[config.mk]
export PLATFORM = sky130hd
export DESIGN_NAME = picorv32_axil_arbiter
export DESIGN_NICKNAME = d
export VERILOG_FILES = /design/src/rtl/picorv32_axil_pkg.sv /design/src/rtl/picorv32_axil_arbiter_rr.sv /design/src/rtl/picorv32_axil_arbiter.sv
export SDC_FILE = /design/constraint.sdc
export NUM_CORES = 1
export LEC_CHECK = 0
export CORE_AREA = 2 2 140 142
export DETAILED_ROUTE_END_ITERATION = 12
export DIE_AREA = 0 0 142 144
export HOLD_SLACK_MARGIN = 0.15
export PLACE_DENSITY = 0.69
export SETUP_SLACK_MARGIN = 0.15
export SYNTH_ARGS = -nofsm -noshare
export SYNTH_HDL_FRONTEND = slang
export SYNTH_HIERARCHICAL = 1
export SYNTH_SLANG_ARGS = --single-unit
[constraint.sdc]
create_clock -name clk -period 1.98 [get_ports clk]
set_input_delay 0.396 -clock clk [delete_from_list [all_inputs] [get_ports clk]]
set_output_delay 0.396 -clock clk [all_outputs]
set_load 0.02 [all_outputs]
[src/rtl/picorv32_axil_pkg.sv]
// Shared types and constants for the two-port PicoRV32 to AXI4-Lite arbiter.
package picorv32_axil_pkg;

    typedef enum logic [2:0] {
        ST_IDLE,
        ST_WADDR,
        ST_WRESP,
        ST_RADDR,
        ST_RDATA,
        ST_DONE
    } axil_state_t;

    localparam logic [2:0] PROT_INSTR = 3'b100;
    localparam logic [2:0] PROT_DATA  = 3'b000;

    function automatic logic [2:0] prot_for(input logic instr);
        return instr ? PROT_INSTR : PROT_DATA;
    endfunction

endpackage

[src/rtl/picorv32_axil_arbiter_rr.sv]
// Two-way round-robin grant; a tie goes to the requester opposite last_grant.
module rr_arbiter2 (
    input  logic       clk,
    input  logic       resetn,
    input  logic [1:0] req,
    input  logic       update,
    output logic       gnt_valid,
    output logic       gnt_id
);

    logic last_grant;

    always_comb begin
        gnt_valid = |req;
        gnt_id    = req[1];
        if (req == 2'b11)
            gnt_id = ~last_grant;
    end

    // Reset to 1 so m0 wins the first tie.
    always_ff @(posedge clk) begin
        if (!resetn)
            last_grant <= 1'b1;
        else if (update && gnt_valid)
            last_grant <= gnt_id;
    end

endmodule

[src/rtl/picorv32_axil_arbiter.sv]
// Shares one AXI4-Lite master between two PicoRV32 native requesters;
// sequences a full write (AW+W+B) or read (AR+R) per grant.
module picorv32_axil_arbiter
    import picorv32_axil_pkg::*;
#(
    parameter int TIMEOUT = 1023
) (
    input  logic        clk,
    input  logic        resetn,
    input  logic        m0_valid,
    input  logic        m0_instr,
    input  logic [31:0] m0_addr,
    input  logic [31:0] m0_wdata,
    input  logic [3:0]  m0_wstrb,
    output logic        m0_ready,
    output logic [31:0] m0_rdata,
    input  logic        m1_valid,
    input  logic        m1_instr,
    input  logic [31:0] m1_addr,
    input  logic [31:0] m1_wdata,
    input  logic [3:0]  m1_wstrb,
    output logic        m1_ready,
    output logic [31:0] m1_rdata,
    output logic        mem_axi_awvalid,
    input  logic        mem_axi_awready,
    output logic [31:0] mem_axi_awaddr,
    output logic [2:0]  mem_axi_awprot,
    output logic        mem_axi_wvalid,
    input  logic        mem_axi_wready,
    output logic [31:0] mem_axi_wdata,
    output logic [3:0]  mem_axi_wstrb,
    input  logic        mem_axi_bvalid,
    output logic        mem_axi_bready,
    output logic        mem_axi_arvalid,
    input  logic        mem_axi_arready,
    output logic [31:0] mem_axi_araddr,
    output logic [2:0]  mem_axi_arprot,
    input  logic        mem_axi_rvalid,
    output logic        mem_axi_rready,
    input  logic [31:0] mem_axi_rdata,
    output logic        grant_id,
    output logic        timeout_err
);

    localparam int CW = $clog2(TIMEOUT + 1);
    localparam logic [CW-1:0] TO_MAX = CW'(TIMEOUT);
    localparam logic [CW-1:0] TO_M1  = CW'(TIMEOUT - 1);

    axil_state_t   state;
    logic          gnt_valid, gnt_id;
    logic [31:0]   addr_q, wdata_q, rdata_q;
    logic [3:0]    wstrb_q;
    logic          instr_q;
    logic [CW-1:0] wait_cnt;
    logic          leaving, waiting;
    logic [31:0]   sel_addr, sel_wdata;
    logic [3:0]    sel_wstrb;
    logic          sel_instr;

    rr_arbiter2 u_rr (
        .clk       (clk),
        .resetn    (resetn),
        .req       ({m1_valid, m0_valid}),
        .update    (state == ST_IDLE),
        .gnt_valid (gnt_valid),
        .gnt_id    (gnt_id)
    );

    always_comb begin
        sel_addr  = gnt_id ? m1_addr  : m0_addr;
        sel_wdata = gnt_id ? m1_wdata : m0_wdata;
        sel_wstrb = gnt_id ? m1_wstrb : m0_wstrb;
        sel_instr = gnt_id ? m1_instr : m0_instr;
    end

    // leaving: the current state transitions at this edge.
    always_comb begin
        leaving = 1'b0;
        waiting = 1'b0;
        case (state)
            ST_IDLE:  leaving = gnt_valid;
            ST_WADDR: begin
                waiting = 1'b1;
                leaving = (!mem_axi_awvalid || mem_axi_awready) &&
                          (!mem_axi_wvalid  || mem_axi_wready);
            end
            ST_WRESP: begin waiting = 1'b1; leaving = mem_axi_bvalid;  end
            ST_RADDR: begin waiting = 1'b1; leaving = mem_axi_arready; end
            ST_RDATA: begin waiting = 1'b1; leaving = mem_axi_rvalid;  end
            default:  leaving = 1'b1;
        endcase
    end

    always_ff @(posedge clk) begin
        if (!resetn) begin
            state           <= ST_IDLE;
            mem_axi_awvalid <= 1'b0;
            mem_axi_wvalid  <= 1'b0;
            mem_axi_bready  <= 1'b0;
            mem_axi_arvalid <= 1'b0;
            mem_axi_rready  <= 1'b0;
            m0_ready        <= 1'b0;
            m1_ready        <= 1'b0;
            addr_q          <= '0;
            wdata_q         <= '0;
            wstrb_q         <= '0;
            instr_q         <= 1'b0;
            rdata_q         <= '0;
            grant_id        <= 1'b0;
            timeout_err     <= 1'b0;
            wait_cnt        <= '0;
        end else begin
            m0_ready <= 1'b0;
            m1_ready <= 1'b0;
            case (state)
                ST_IDLE: if (leaving) begin
                    addr_q   <= sel_addr;
                    wdata_q  <= sel_wdata;
                    wstrb_q  <= sel_wstrb;
                    instr_q  <= sel_instr;
                    grant_id <= gnt_id;
                    if (sel_wstrb != 4'd0) begin
                        state           <= ST_WADDR;
                        mem_axi_awvalid <= 1'b1;
                        mem_axi_wvalid  <= 1'b1;
                    end else begin
                        state           <= ST_RADDR;
                        mem_axi_arvalid <= 1'b1;
                    end
                end
                ST_WADDR: begin
                    if (mem_axi_awready) mem_axi_awvalid <= 1'b0;
                    if (mem_axi_wready)  mem_axi_wvalid  <= 1'b0;
                    if (leaving) begin
                        state          <= ST_WRESP;
                        mem_axi_bready <= 1'b1;
                    end
                end
                ST_WRESP: if (leaving) begin
                    state          <= ST_DONE;
                    mem_axi_bready <= 1'b0;
                    m0_ready       <= !grant_id;
                    m1_ready       <= grant_id;
                end
                ST_RADDR: if (leaving) begin
                    state           <= ST_RDATA;
                    mem_axi_arvalid <= 1'b0;
                    mem_axi_rready  <= 1'b1;
                end
                ST_RDATA: if (leaving) begin
                    state          <= ST_DONE;
                    mem_axi_rready <= 1'b0;
                    rdata_q        <= mem_axi_rdata;
                    m0_ready       <= !grant_id;
                    m1_ready       <= grant_id;
                end
                default: state <= ST_IDLE;
            endcase

            // Timeout only flags; AXI forbids withdrawing a raised valid.
            if (leaving || !waiting) begin
                wait_cnt <= '0;
            end else begin
                if (wait_cnt != TO_MAX)
                    wait_cnt <= wait_cnt + CW'(1);
                if (wait_cnt == TO_M1)
                    timeout_err <= 1'b1;
            end
        end
    end

    assign mem_axi_awaddr = addr_q;
    assign mem_axi_araddr = addr_q;
    assign mem_axi_wdata  = wdata_q;
    assign mem_axi_wstrb  = wstrb_q;
    assign mem_axi_awprot = prot_for(instr_q);
    assign mem_axi_arprot = prot_for(instr_q);
    assign m0_rdata       = rdata_q;
    assign m1_rdata       = rdata_q;

endmodule

* Word-level counts from Yosys, hierarchy flattened
Cells that the tools add are included.
Word-level totals: register bits after elaboration 124, bits of input ports 179, output and inout port bits 179, word-level logic and storage cells 94
Operators by class: $add $sub $neg 1, equal/unequal tests 17, multiplexer cells 27, bitwise gates (word level) 3, reduce and logical (&&, ||, !) cells 29
Operator list (number):
- 32-bit two-way mux | 2
- 2-bit inequality test, second input constant | 9
- 4-bit AND reduction | 4
- 3-bit two-way mux | 5
- 3-bit case mux with 4 select lines | 1
- 1-bit two-way mux | 11
- 10-bit by 1-bit adder with 10-bit output, second input constant | 1
- 10-bit equality test, second input constant | 1
- 10-bit inequality test, second input constant | 1
- 1-bit case mux with 2 select lines | 5
- 3-bit AND reduction | 3
- 2-bit nonzero test | 4
- 3-bit by 2-bit equality test with 1-bit output, second input constant | 2
- 2-bit AND reduction | 3
- 2-bit OR reduction | 3
- 1-bit case mux with 5 select lines | 1
- 1-bit logical NOT | 4
- 4-bit two-way mux | 1
- 4-bit nonzero test | 1
- 4-bit OR reduction | 1
- 3-bit by 1-bit equality test with 1-bit output, second input constant | 1
- 3-bit equality test, second input constant | 1
- 3-bit logical NOT | 1
- 1-bit logical OR | 3
- other kinds (5) | 8

* Longest topological paths before layout
word-level depth 7, depth in mapped cells 8, depth with buffers taken out 5

* Cells and area by module
Netlist, hierarchy kept.
By module, submodules not included:
- picorv32_axil_arbiter | instances 1, cells an instance 647, area an instance 5724.2 um2, seq. area each 2462.4 um2
- rr_arbiter2 | instances 1, cells an instance 6, area an instance 53.8 um2, seq. area each 20.0 um2

* Worst setup path before layout
Ideal clock, no wire load.
kind input -> register, from in m1_valid, to reg wait_cnt[6], library setup time 0.072 ns, arrival 1.704 ns, required time 1.908 ns, path slack 0.203 ns, stages 6, buffers on the path 1, cells stage by stage or2_2 -> mux2i_1 -> nor2_1 -> or4b_4 -> buf_6 -> nor3b_2
On the way: cells in the longest elaborated chain, start to end 4
RTL lines:
- start, declared | RTL line picorv32_axil_arbiter.sv:17 | input logic m1_valid,
- 2-bit OR reduction | RTL line picorv32_axil_arbiter_rr.sv:14 | gnt_valid = |req;
- 1-bit case mux with 5 select lines | RTL line picorv32_axil_arbiter.sv:80 | case (state)
- 1-bit logical OR | RTL line picorv32_axil_arbiter.sv:161 | if (leaving || !waiting) begin
- 2-bit OR reduction (no source line)
- end signal, assigned | RTL line picorv32_axil_arbiter.sv:165 | wait_cnt <= wait_cnt + CW'(1);
- end, declared | RTL line picorv32_axil_arbiter.sv:54 | logic [CW-1:0] wait_cnt;
Every way passes these cells. A chain may end at the register's enable or synchronous reset.

* Worst setup path in the final report
from in m1_valid, to reg wait_cnt[6]
On the way: cells in the longest elaborated chain, start to end 4
RTL lines:
- 2-bit OR reduction | RTL line picorv32_axil_arbiter_rr.sv:14
- via gnt_valid | RTL line picorv32_axil_arbiter.sv:50 | logic gnt_valid, gnt_id;
- 1-bit case mux with 5 select lines | RTL line picorv32_axil_arbiter.sv:80
- 1-bit logical OR | RTL line picorv32_axil_arbiter.sv:161
- 2-bit OR reduction (no source line)
The timed path passes the listed nets, and every way through them passes these cells.

==> flow_summary.yaml <==
status:
  status: "completed"
worst_setup_path:
  crit_type: "in -> reg"
  worstPathCellList: "clkdlybuf4s50_1 > or2_4 > mux2i_2 > nor2_2 > or4b_4 > nor3b_2"
  cp-end-kind: "register"
  worst-path-buf-inv: 1
  crit_fanout: 6
  cp.arrival_ns: 2.14
  cpPeakStageDelay_ns: 0.60
  critPathLaunchType: "input pin"
  required_ns: 2.32
  cp_slowest_cell: "or4b_4"
  crit_family: "simple AND/OR/NAND/NOR gates"
timing:
  skew_ns: 0.00933
  hold_violations: 0
  period_minus_slack_ns: 1.81
  finalMaxSlewViolations: 0
  rsz0062_at_grt: "true"
  slew-limit-headroom_pct: 58.6
  fmax_mhz: 554
  post-route-period-util_pct: 91.2
  tns_ns: 0
  worst_slew_pin_slew_ns: 0.622
  setup_viol: 0
pwr:
  comb_power_share_pct: 44.1
  power.density_mw_per_mm2: 1180
  power.leakage_nw: 4.34
  power_switching_share_pct: 35.9
  internal-power_w: 0.00751
  switchingPower_w: 0.00421
  pwr-share-seq_pct: 30.0
  peakVddDrop_mv: 0.647
  clock_power_share_pct: 26.0
routing:
  drt_iter0_markers: 197
  vias: 5541
  wirelength_mm: 18.3
  wire_per_inst_um: 15.3
  drc: 0
  first_pass_iters: 4
  ant_nets: 0
  routed_via_density: 4.63
synthesis:
  synthCells: 653
  synthArstFlopShare_pct: 0
  synth_area_mm2: 0.00578
  ys_types: 48
  avgSynthCellArea_um2: 8.85
  ys_ff_latch: 124
  yosysWarnings: 6
  yosysSeqAreaShare_pct: 43.0
  synth_edf_count: 0
  ys.flop_type: "dfxtp_1"
layout:
  antennaDiodeCount: 0
  register_area_mm2: 0.00248
  areaGrowthSynthToFinish_pct: 72.0
  drive_gt1_share_pct: 9.19
  multi_input_area_mm2: 0.00259
  nNetsFinal: 1127
  stdcell_count: 1196
  final_area_mm2: 0.00994
  nFillCells: 1738
clock_network:
  h-tree-depth: 4
  worstSkewPairLatency_ns: 0.41
  path_clk_slew_ns: 0.06
  hold_buffers: 0
  cts.sinks: 124
  cts_tree: "done"
  clock_path_buffers: 2
  cts_buffers: 17
  clock-root-buffer: "clkbuf_16"
die:
  die_w_um: 142
  io_pins: 358
  coreArea_mm2: 0.0191
  die_h_um: 144
  dieArea_mm2: 0.0204
  fp-row-count: 51
  start_util_pct: 30.3
grt:
  antenna_found_initial: 0
  grt_first_pass_wirelength_mm: 26.9
  gr-total-overflow: 0
  grt_pass1_vias: 5127
  grt_start_max_net_pins: 59
  groute.usage.overall_pct: 16.9
placed_design:
  numPortBuffers: 353
  place_congestion: 0.770
  dp.cells: 1162
  place_area_mm2: 0.00921
  hpwlAfterDp_mm: 13.7
hold_path:
  worstHoldPathType: "reg -> reg"
flow_run:
  maxCapViolations: 0
sequential cells by signal (all words and copies together), names as in the netlist, 3 cells and up:
| signal | cells |
|---|---|
| mem_axi_araddr | 32 |
| mem_axi_wstrb | 4 |
| state | 3 |
| mem_axi_wdata | 32 |
| m0_rdata | 32 |
| wait_cnt | 10 |
metrics by stage:
stage	utilization [%]	worst slack [ns]	hold WS, ns	power, W
2_1_floorplan	-	0.203	0.455	0.00650
3_3_place_gp	48.3	-0.315	0.456	0.00865
3_5_place_dp	48.3	-0.354	0.462	0.00870
4_1_cts	51.3	0.152	0.470	0.0118
5_1_grt	52.1	0.137	0.489	0.0123
6_report	52.1	0.174	0.465	0.0117
cell usage after synthesis (2+ instances only):
cell type / n / area (um2)
o21ai_0: 3 / 15.0
nand2_1: 74 / 278
mux2i_1: 71 / 711
xnor2_1: 2 / 17.5
a21oi_1: 39 / 195
buf_6: 2 / 22.5
clkbuf_1: 26 / 97.6
inv_1: 4 / 15.0
dfxtp_1: 124 / 2480
o21a_1: 2 / 15.0
ha_1: 2 / 25.0
buf_1: 2 / 7.51
nor2b_1: 2 / 12.5
and3_1: 6 / 37.5
nor3_1: 9 / 45.0
a31oi_1: 2 / 12.5
nand3_1: 5 / 25.0
or3_1: 3 / 18.8
or2_2: 2 / 12.5
a211oi_1: 69 / 518
nor3_2: 4 / 40.0
nor2_1: 83 / 312
nand2b_1: 3 / 18.8
nor4_1: 2 / 12.5
nand4_1: 3 / 18.8
buf_2: 17 / 85.1
buf_4: 71 / 533
metal layers:
| metal | global-route usage [%] | part of all wire [%] | vias to the layer above |
|---|---|---|---|
| met5 | 0 | 0 | - |
| met4 | 4.68 | 1.3 | 0 |
| met3 | 4.93 | 6.9 | 17 |
| met2 | 29.6 | 50 | 224 |
| met1 | 20.2 | 42 | 2509 |
| li1 | - | - | 2791 |
layout make-up:
type | count | share of cell area, %
clock buffers | 21 | 4.63
clock inverters | 10 | 1.18
inverters | 4 | 0.164
multi-input cells | 411 | 26.1
flip-flops and latches | 124 | 25.0
well taps | 238 | 3.00
repair buffers | 388 | 39.9
cell families (layout without fill, tap and decap cells):
logic type,Yosys count,in the layout,share of synthesized area (%)
and+or+nand+nor,207,208,16.2
adders and majority gates,2,2,0.433
other,1,4,0.0649
AOI/OAI and AO/OA,123,123,14.3
muxes,72,72,12.5
buffers and inverters,122,423,13.2
xor gates and xnor gates,2,2,0.303
DFF,124,124,43.0
worst paths after layout:
check,start,to,slack (ns),cells after the start
setup reg to reg,state[0],wait_cnt[6],0.25,4
hold reg to reg,m0_rdata[27],m0_rdata[27],0.47,2
hold / removal,m0_rdata[27],m0_rdata[27],0.47,2
setup / recovery,m1_valid,wait_cnt[6],0.17,6
power by group through the flow:
stage | Clock (W) | Sequential [W] | Combinational [W]
6_report | 0.00304 | 0.00351 | 0.00517
4_1_cts | 0.00311 | 0.00353 | 0.00512
3_5_place_dp | 0 | 0.00357 | 0.00513
3_3_place_gp | 0 | 0.00356 | 0.00509
2_1_floorplan | 0 | 0.00412 | 0.00238
5_1_grt | 0.00323 | 0.00360 | 0.00551
cells in the final DEF (no fill, tap or decap), drive strengths merged, types with 3 or more instances in the layout:
master / instances
clkinv: 5
nor2: 83
a211oi: 70
clkdlybuf4s50: 292
and3: 7
nand3: 5
dlygate4sd2: 21
conb: 4
mux2i: 71
buf: 35
inv: 3
clkinvlp: 4
nand2b: 3
dfxtp: 124
clkbuf: 21
o21ai: 4
nand2: 74
and2: 3
nand4: 3
or3: 3
a21oi: 39
dlymetal6s2s: 40
nor3: 14
worst reg2reg max path, cell delays in order, from the launching register on:
cell and delay, ns:
dfxtp_1 0.37, mux2_2 0.37, and2_4 0.17, or4b_4 0.56, nor3b_2 0.19
what timing repair did:
item	4_1_cts	5_1_grt
pin swaps	1	7
cloned	1	0
setup endpoints to repair	29	80
resized for setup	23	47
buffers inserted	0	2
Power figures use the tool's default switching activity.
==> RTL change 1 (config.mk and constraints unchanged) <==
Set the parameter `TIMEOUT` to 511 (it was 1023).
--- a/src/rtl/picorv32_axil_arbiter.sv
+++ b/src/rtl/picorv32_axil_arbiter.sv
@@ -5,3 +5,3 @@
 #(
-    parameter int TIMEOUT = 1023
+    parameter int TIMEOUT = 511
 ) (
Check against the original RTL: same outputs for any inputs over 4 cycles, from zero or initial values and one cycle with resetn low; that may be too few to reach the edited logic, so the function may still have changed.
==> RTL change 1 against the unedited design <==
Worst setup slack improved by 0.012 ns; final cell count fell by 1.5%; wire length fell by 3.1%; total power rose by 7.6%; cell area fell by 0.55%; clock power rose by 7.2%; area after synthesis fell by 0.65%; sequential cell count fell by 1; highest routed layer unchanged.
==> RTL change 1: results (changes against the unedited design) <==
status finished clean (unchanged); Place WS -0.144 ns (was -0.354 ns); Primary FF master, synth dfxtp_1 (unchanged); slowest CP cell clkdlybuf4s50_1 (was or4b_4); htree depth 4 (unchanged); Hold Crit Class flop to flop (unchanged); later-pin clock latency in the skew report 0.41 ns (about the same); placed inst area 9170 sq um (was 9210 sq um); GRT met1 Usage 19.6% (was 20.2%); Detailed Place HPWL 13,600 um (was 13,700 um); max incr delay on CP 0.62 ns (was 0.60 ns); M2 GR Usage 29.1% (was 29.6%); Placer Congestion 0.816 (was 0.770); Starting DRT DRC Count 145 (was 197); Clock transition at path regs 0.05 ns; Peak VDD IR 0.000678 V (was 0.000647 V); sequential area share after synthesis 42.9% (was 43.0%); Lkg Pwr 4.35 nW (was 4.34 nW); clock tree buffer depth 2 (unchanged); ANT cells 0 (unchanged); share of cells above drive strength 1 8.30% (was 9.19%); CTS Buf Count 17 (unchanged); yosys synthesis warning count 6 (unchanged); nets@finish 1,112 (was 1,127); routed via count 5,332 (was 5,541); CP delay by family, top buffers and inverters (was simple AND/OR/NAND/NOR gates); vias in the first global route 5,100 (was 5,127); Overall Global Routing Usage 16.9% (about the same); global-route wire length before repair 26,800 um (was 26,900 um); ys async rst share 0% (unchanged); WL/cell 15.1 um (was 15.3 um); Synth cell types 44 (was 48); top post-synthesis cells by area dfxtp_1 (43%), mux2i_1 (13%), buf_4 (9.5%), a211oi_1 (9.0%), nor2_1 (5.8%) (was dfxtp_1 (43%), mux2i_1 (12%), buf_4 (9.2%), a211oi_1 (9.0%), nor2_1 (5.4%)); port bufs 353 (unchanged); synth cell count leaders dfxtp_1 (123), nor2_1 (89), buf_4 (73), mux2i_1 (72) (was dfxtp_1 (124), nor2_1 (83), nand2_1 (74), buf_4 (71), mux2i_1 (71)); root buffer cell clkbuf_16 (unchanged); initial antenna violation count 0 (unchanged); critical-path maximum fanout 3 (was 6); largest net degree at the start of global routing 87 (was 59); post-route clock skew 0.00512 ns (was 0.00933 ns); GR Layer Usage met3 5.26% (was 4.93%); First-pass DRT Iterations 4 (unchanged)
## RTL change 1: final cells by class
| cell class | count | area, sq um |
|---|---|---|
| clock buffers | 21 | 470 |
| repair buffers | 386 | 3960 |
| well taps | 238 | 298 |
| inverters | 2 | 8.76 |
| flip-flops and latches | 123 | 2460 |
| fillers | 1802 | 9200 |
| multi-input cells | 400 | 2540 |
| clock inverters | 8 | 143 |
## RTL change 1: what timing repair did
item	CTS	global route
resized for setup	16	47
setup buffers	0	1
endpoints found under the hold margin	0	0
setup endpoints to repair	17	63
## RTL change 1: power by group
group          internal, mW  total [mW]  switching, mW
logic                  2.71        5.70           2.99
clock network          2.18        3.26           1.08
registers              3.16        3.66          0.503
## RTL change 1: final timing paths
kind,start,to,slack (ns),cells after the start
hold reg to reg,timeout_err,timeout_err,0.45,2
hold / removal,timeout_err,timeout_err,0.45,2
setup reg to reg,state[2],state[0],0.26,5
setup / recovery,mem_axi_araddr[25],mem_axi_araddr[25],0.19,1
## RTL change 1: cells by family (layout without fill, tap and decap cells)
kind of cell	count (synthesis)	after routing	share of synthesized area, %
adders and majority gates	3	3	0.654
other	1	4	0.0653
buffers and inverters	119	417	13.3
DFF	123	123	42.9
muxes	73	73	12.9
and+or+nand+nor	195	195	14.8
AOI/OAI and AO/OA	116	116	13.9
xor gates and xnor gates	9	9	1.37
## RTL change 1: per-stage QoR
step           power (mW)  cells
3_5_place_dp         9.59   1148
5_1_grt              13.3   1178
6_report             12.6   1178
2_1_floorplan        7.18    642
4_1_cts              12.8   1177
3_3_place_gp         9.54   1148
## RTL change 1: layer usage
metal  vias up  share of wire (%)
li1       2711                  -
met1      2398                 41
met2       202                 50
met3        21                7.1
met4         0                1.9
met5         -                  0
==> RTL change 2 (same flow settings) <==
Made on the original files. Put one more register stage on the output `timeout_err`. The value now appears one clock later. The other outputs are not delayed to match.
--- a/src/rtl/picorv32_axil_arbiter.sv
+++ b/src/rtl/picorv32_axil_arbiter.sv
@@ -47,2 +47,4 @@
     localparam logic [CW-1:0] TO_M1  = CW'(TIMEOUT - 1);
+
+    logic timeout_err_s0;
 
@@ -109,3 +111,3 @@
             grant_id        <= 1'b0;
-            timeout_err     <= 1'b0;
+            timeout_err_s0  <= 1'b0;
             wait_cnt        <= '0;
@@ -166,3 +168,3 @@
                 if (wait_cnt == TO_M1)
-                    timeout_err <= 1'b1;
+                    timeout_err_s0 <= 1'b1;
             end
@@ -180,2 +182,6 @@
 
+    always_ff @(posedge clk) begin
+        timeout_err <= timeout_err_s0;
+    end
+
 endmodule
Check against the original RTL: no difference found for any inputs over 4 cycles, from zero or initial values and one cycle with resetn low; that may be too few to reach the edited logic, so the function may still have changed.
==> RTL change 2 against the unedited design <==
Area after synthesis rose by 0.35%; worst setup slack about the same; sequential share of layout area fell by 0.21 points; sequential cell count rose by 1; wire length shrank 0.92%; maximum frequency is essentially flat; sequential power about the same; cell area up 1.7%; critical path depth unchanged; total power increased by 2.6%; global-route usage is essentially flat; clock power rose by 11%; critical path type unchanged; critical endpoint is now wait_cnt[2]; largest cell class unchanged.
==> RTL change 2: results (changes against the unedited design) <==
nets@finish 1,132 (was 1,127); GRT met1 Usage 19.4% (was 20.2%); Vias/cell 4.57 (was 4.63); multi-input combinational cell area 2570 sq um (was 2590 sq um); top post-synthesis cells by area dfxtp_1 (43%), mux2i_1 (12%), buf_4 (9.2%), a211oi_1 (8.9%), nor2_1 (5.4%) (was dfxtp_1 (43%), mux2i_1 (12%), buf_4 (9.2%), a211oi_1 (9.0%), nor2_1 (5.4%)); Hold Path Depth 0 (was 2); FMAX 0.554 GHz (about the same); vias in the first global route 5,075 (was 5,127); clock tree buffer depth 2 (unchanged); Overall Global Routing Usage 17.0% (was 16.9%); final cell count without fillers 1,202 (was 1,196); post-synthesis compound-gate area fraction 14.3% (about the same); share of cells above drive strength 1 9.54% (was 9.19%); Worst R2R Start state[0] (unchanged); Sw Ratio 35.4% (was 35.9%); Syn Area/Cell 8.87 sq um (was 8.85 sq um); Place WS -0.310 ns (was -0.354 ns); Synth cell types 48 (unchanged); r2r setup slk 0.22 ns (was 0.25 ns); Starting DRT DRC Count 209 (was 197); Lkg Pwr 4.90 nW (was 4.34 nW); worst reg-to-reg path cell count 5 (was 4); WHS Endpoint timeout_err (was m0_rdata[27]); max incr delay on CP 0.57 ns (was 0.60 ns); Adder-Cell Fraction of Synth Area 0.432% (was 0.433%); post-route clock skew 0.00664 ns (was 0.00933 ns); status finished clean (unchanged); Placer Congestion 0.798 (was 0.770); largest net degree at the start of global routing 57 (was 59); WL met1 7310 um (was 7660 um); Peak VDD IR 0.000648 V (was 0.000647 V); Post-Synth XOR/XNOR Area 0.302% (was 0.303%); DRT Wirelength 18,200 um (was 18,300 um); Hold Crit Start timeout_err_s0 (was m0_rdata[27]); Min Hold Slack 0.354 ns (was 0.465 ns); later-pin clock latency in the skew report 0.42 ns; htree depth 4 (unchanged); fill count 1,741 (was 1,738); met2 WL 9370 um (was 9160 um); synth cell count leaders dfxtp_1 (125), nor2_1 (83), nand2_1 (74), buf_4 (71), mux2i_1 (71) (was dfxtp_1 (124), nor2_1 (83), nand2_1 (74), buf_4 (71), mux2i_1 (71)); sequential area share after synthesis 43.2% (was 43.0%); GR Layer Usage met3 4.37% (was 4.93%); met3 WL 1100 um (was 1260 um); Detailed Place HPWL 14,000 um (was 13,700 um); global-route wire length before repair 26,700 um (was 26,900 um)
-- RTL change 2: cell types whose count changed after synthesis --
cell | unedited run | this run
dfxtp_1 | 124 | 125
-- RTL change 2: what timing repair did --
item / CTS / global route
hold buffers: 0 / 0
gates cloned: 0 / 1
pin swaps: 1 / 0
buffers inserted: 0 / 3
gates resized for setup: 36 / 68
setup endpoints to repair: 45 / 84
endpoints found under the hold margin: 0 / 0
-- RTL change 2: power by group through the flow --
stage,sequential (mW),combinational (mW),clock [mW]
detailed placement,3.59,5.26,0
global route,3.61,5.52,3.55
global placement,3.58,5.24,0
floorplan,4.14,2.38,0
CTS,3.54,5.15,3.43
finish,3.52,5.15,3.36
-- RTL change 2: final cells by class --
| type | instances | area share (%) |
|---|---|---|
| repair buffers | 392 | 40.3 |
| multi-input cells | 411 | 25.5 |
| flip-flops and latches | 125 | 24.8 |
| clock buffers | 19 | 4.48 |
| well taps | 238 | 2.95 |
| clock inverters | 13 | 1.87 |
| inverters | 4 | 0.161 |
